File: src/rtl/f1_truth_table_sweeper.sv
// Walks {a,b,c,d} through all 16 minterms, samples f1 once per minterm after a
// settle window, and scores the measured truth table against a golden constant.
module f1_truth_table_sweeper #(
   parameter int          SETTLE   = 1,
   parameter logic [15:0] EXPECTED = 16'h8DC5
) (
   input  logic        clk,
   input  logic        rst,
   input  logic        start,
   output logic        a,
   output logic        b,
   output logic        c,
   output logic        d,
   input  logic        f1,
   output logic        busy,
   output logic        done,
   output logic [15:0] truth_table,
   output logic [4:0]  err_cnt,
   output logic        match
);

   localparam int CW = (SETTLE > 1) ? $clog2(SETTLE) : 1;
   localparam logic [CW-1:0] CNT_LAST = CW'(SETTLE - 1);

   typedef enum logic [1:0] {S_IDLE, S_SETTLE, S_CAPTURE, S_DONE} state_t;

   state_t         state, state_nxt;
   logic [3:0]     idx;
   logic [CW-1:0]  cnt;
   logic           miss;
   logic [4:0]     err_nxt;

   assign miss    = (f1 != EXPECTED[idx]);
   assign err_nxt = err_cnt + {4'd0, miss};

   always_ff @(posedge clk) begin
      if (rst) state <= S_IDLE;
      else     state <= state_nxt;
   end

   always_comb begin
      state_nxt = state;
      case (state)
         S_IDLE:    if (start) state_nxt = S_SETTLE;
         S_SETTLE:  if (cnt == CNT_LAST) state_nxt = S_CAPTURE;
         S_CAPTURE: state_nxt = (idx == 4'd15) ? S_DONE : S_SETTLE;
         S_DONE:    state_nxt = S_IDLE;
         default:   state_nxt = S_IDLE;
      endcase
   end

   // Datapath and registered outputs; the vector register mirrors idx while
   // sweeping and drops back to zero on entry to DONE.
   always_ff @(posedge clk) begin
      if (rst) begin
         idx          <= 4'd0;
         cnt          <= '0;
         {a, b, c, d} <= 4'd0;
         busy         <= 1'b0;
         done         <= 1'b0;
         truth_table  <= 16'd0;
         err_cnt      <= 5'd0;
         match        <= 1'b0;
      end else begin
         case (state)
            S_IDLE: begin
               if (start) begin
                  idx          <= 4'd0;
                  cnt          <= '0;
                  {a, b, c, d} <= 4'd0;
                  busy         <= 1'b1;
                  truth_table  <= 16'd0;
                  err_cnt      <= 5'd0;
                  match        <= 1'b0;
               end
            end
            S_SETTLE: cnt <= cnt + CW'(1);
            S_CAPTURE: begin
               truth_table[idx] <= f1;
               err_cnt          <= err_nxt;
               cnt              <= '0;
               if (idx == 4'd15) begin
                  busy         <= 1'b0;
                  done         <= 1'b1;
                  match        <= (err_nxt == 5'd0);
                  {a, b, c, d} <= 4'd0;
               end else begin
                  idx          <= idx + 4'd1;
                  {a, b, c, d} <= idx + 4'd1;
               end
            end
            S_DONE: begin
               done <= 1'b0;
               idx  <= 4'd0;
            end
            default: ;
         endcase
      end
   end

endmodule

File: config.mk
export PLATFORM = sky130hd
export DESIGN_NAME = f1_truth_table_sweeper
export DESIGN_NICKNAME = d
export VERILOG_FILES = /design/src/rtl/f1_truth_table_sweeper.sv
export SDC_FILE = /design/constraint.sdc
export NUM_CORES = 1
export LEC_CHECK = 0
export ABC_AREA = 1
export CAP_MARGIN = 20
export CELL_PAD_IN_SITES_DETAIL_PLACEMENT = 1
export CELL_PAD_IN_SITES_GLOBAL_PLACEMENT = 1
export CORE_MARGIN = 2
export CORE_UTILIZATION = 35
export DETAILED_ROUTE_END_ITERATION = 7
export PLACE_DENSITY = 0.84
export SETUP_SLACK_MARGIN = 0.3
export SLEW_MARGIN = 10
export SYNTH_ARGS = -nofsm -noshare
export SYNTH_HDL_FRONTEND = slang
export SYNTH_SLANG_ARGS = --single-unit
File: constraint.sdc
create_clock -name clk -period 1.7 [get_ports clk]
set_clock_uncertainty 0.2 [all_clocks]
set_input_delay 0.17 -clock clk [delete_from_list [all_inputs] [get_ports clk]]
set_output_delay 0.17 -clock clk [all_outputs]
set_load 0.05 [all_outputs]
==> impl_metrics.ini, run 1 <==
[sta]
hold_viol_final = 0
timing.final.max_slew_violations = 0
finalCriticalPeriod_ns = 1.73
final.setup.worst_slack_ns = -0.0266
fmax_ghz = 0.579
slew_headroom_pct = 74.7
finalCritPeriodShare_pct = 102
rsz0062_at_grt = true
holdWs_ns = 0.274
setup_viol = 3
max_slew.worst_pin.slew_ns = 0.380

[critical_path]
regToRegSetupSlack_ns = -0.03
reg2reg_depth = 10
required_ns = 1.69
timing.rr.start = idx[0]
endpoint_kind = flip-flop
arrival_ns = 1.72
cp_slowest_cell = dfxtp_4
cp_common_cell = nor2_4
cp_cell_sequence = ha_4, inv_4, nor2_4, nand2_8, nand3_4, nor2_4, nor2_4, nand2_2, nand3_2, nand2_1
critPathMaxStageDelay_ns = 0.38
crit_type = reg -> reg
path_max_fanout = 5
critPathLaunchType = flip-flop
cp-startpoint = idx[0]

[synthesis]
ys_top_cells_by_area = dfxtp_1 39%, nand2_1 10%, a21oi_1 7.1%, ha_1 4.1%, nand3_1 3.3%
synth_common_cells = 51 x nand2_1, 36 x dfxtp_1, 26 x a21oi_1, 14 x inv_1, 12 x nand3_1
synth_edf_count = 0
synth-seq-area-share_pct = 39.1
synthCells = 229
synthArstFlopShare_pct = 0
synth.avg_cell_area_um2 = 8.06
synth.most_common_cell = nand2_1
yosysWarnings = 0
yosysUniqueCellTypes = 35
synth_nets = 239
synth_top_cell_by_area = dfxtp_1
synth_flop_cell = dfxtp_1
synth_top_area_share_pct = 39.1
ys_seq_elements = 36
synth.cell_area_um2 = 1850

[global_routing]
grt_pass1_vias = 2018
grt_max_degree = 30
antenna_found_initial = 0
grt_pass1_wl_um = 10300
grt.total_usage_pct = 22.1
grt_overflow = 0

[run]
max_cap_violations = 0

[die]
num_rows = 26
die_area_um2 = 5870
top_level_ports = 32
die_w_um = 76.6
die_y_um = 76.6
coreArea_um2 = 5110
initial_core_util_pct = 36.1

[clock_network]
cts_tree = yes
cts-root-buf = clkbuf_8
clkSinkCount = 36
htreeDepth = 2
clk_pin_slew_ns = 0.08
cts_buffer_depth = 2
insertion_delay_ns = 0.30
cts_inserted_buffers = 5

[drt]
top_layer = met4
drt_iter0_markers = 64
met1_length_um = 3030
wl_met2_um = 3990
ant_nets = 0
dr_wl_met3_um = 325
firstDrtPassIters = 4
drcViolationCount = 0
routed_via_density = 5.40
vias = 1987
drt_wl_total_um = 7550
wl_per_cell_um = 20.5

[finish]
final_nets = 307
fin_area_um2 = 3040
num-fill-cells = 579
antennaDiodeCount = 0
layout-drive-gt1-share_pct = 54.0
area_growth_pct = 64.9

[placed_design]
dpl_cell_area_um2 = 2290
dp_hpwl_um = 3700
gp_congestion = 0.844
io_buffers = 31

[status]
violations = setup timing
outcome = finished with violations

[power]
p_seq_share_pct = 37.3
p_leak_nw = 1.19
p_int_mw = 1.65
power_switching_mw = 0.783
switching_share_pct = 32.2
powerDensity_nw_per_um2 = 798
p_comb_share_pct = 27.3
peakVddDrop_uv = 487
clock_power_share_pct = 35.4

[min_path]
hold_path.class = reg -> reg
-- critical path: cells and delay by family (launching register included) --
family	cells	cell delay (ns)
adders and majority gates	1	0.17
buffers and inverters	1	0.06
DFF	1	0.38
and+or+nand+nor	8	0.80
-- timing repair --
item	in CTS	in global routing
resized for setup	53	49
pin swaps	22	32
buffers inserted	16	10
setup endpoints to repair	31	33
gates cloned	1	0
hold buffers	0	0
-- cell usage in the layout, fill, tap and decap left out, types with 2 or more instances in the layout --
master | Yosys | layout
nor2_1 | 10 | 5
nand2_4 | 3 | 7
buf_4 | 0 | 52
nand3_4 | 1 | 3
nand2_2 | 3 | 6
dfxtp_1 | 36 | 27
inv_4 | 1 | 2
dfxtp_4 | 0 | 6
inv_1 | 14 | 5
a21oi_1 | 26 | 24
buf_6 | 5 | 6
xor2_1 | 4 | 2
o21ai_1 | 5 | 6
nor2_2 | 6 | 3
clkbuf_8 | 0 | 7
nand2_1 | 51 | 42
ha_4 | 0 | 6
nand2_8 | 1 | 4
nand3_2 | 1 | 5
a22oi_1 | 2 | 2
buf_12 | 1 | 5
inv_6 | 0 | 4
or2_4 | 0 | 2
xor2_2 | 0 | 2
nor3_4 | 0 | 4
o21ai_2 | 1 | 3
nor2_4 | 3 | 11
nand3_1 | 12 | 6
a211oi_1 | 4 | 4
buf_8 | 0 | 3
clkdlybuf4s50_1 | 0 | 2
o21ai_0 | 5 | 2
nand4_1 | 7 | 7
o31ai_4 | 0 | 3
inv_8 | 0 | 2
dfxtp_2 | 0 | 3
inv_2 | 4 | 5
a21oi_2 | 1 | 3
-- cells by family after synthesis --
group / share of synthesized area, %
AND/OR/NAND/NOR: 30.2
AO/OA/AOI/OAI: 16.0
flip-flops: 39.1
buffers and inverters: 8.81
adder cells (fa/ha/maj): 4.07
XOR/XNOR: 1.90
-- worst min-delay path by stage --
stage	start	to	slack [ns]	depth (start not counted)
global route	busy	busy	0.29	2
global placement	busy	busy	0.25	2
CTS	busy	busy	0.27	2
detailed placement	busy	busy	0.26	2
floorplan	rst	idx[1]	0.02	1
finish	busy	busy	0.27	2
-- flip-flops by register name, indices dropped and copies added (netlist names), 2 cells and up, named ones only --
register,flops
state,2
idx,4
err_cnt,5
truth_table,16
-- per-layer routing --
metal  vias to the layer above  track usage [%]
li1                        906                -
met1                       989             24.2
met2                        68             42.8
met3                        24             4.38
met4                         0             6.18
met5                         -                0
-- power groups by stage --
stage / combinational, mW / clock (mW) / sequential [mW]
after floorplan: 0.256 / 0 / 0.939
after global placement: 0.366 / 0 / 0.915
after detailed placement: 0.378 / 0 / 0.917
after CTS: 0.515 / 0.861 / 0.899
after global routing: 0.697 / 0.905 / 0.909
final: 0.663 / 0.859 / 0.905
-- area by class of cell --
type	instances	area, um^2	area share (%)
clock inverter	1	30.0	0.986
inverter	19	115	3.78
sequential	36	747	24.5
timing repair buffer	69	632	20.8
multi-input combinational	166	1340	43.9
clock buffer	7	96.3	3.16
tap	70	87.6	2.88
-- stage by stage --
stage	setup slack [ns]	std cells	total power, mW	utilization, %	setup TNS, ns
after floorplan	0.0686	229	1.20	-	0
after global placement	-0.329	333	1.28	44.8	-0.964
after detailed placement	-0.369	333	1.29	44.8	-1.18
after CTS	0.0155	358	2.27	54.2	0
after global routing	-0.0961	368	2.51	59.6	-0.313
final	-0.0266	368	2.43	59.6	-0.0672
No activity file was read; power rests on OpenSTA's default activity.
==> run 2, diff against run 1 <==
Settings changed: SLEW_MARGIN 10 to 5.
==> results of run 2 <==
Same layout as run 1: the final DEF is identical, and so are final timing and power.
==> run 3, diff against run 2 <==
Settings changed: SLEW_MARGIN 5 to 20.
==> results of run 3 <==
Same layout as run 1: the final DEF is identical, and so are final timing and power.
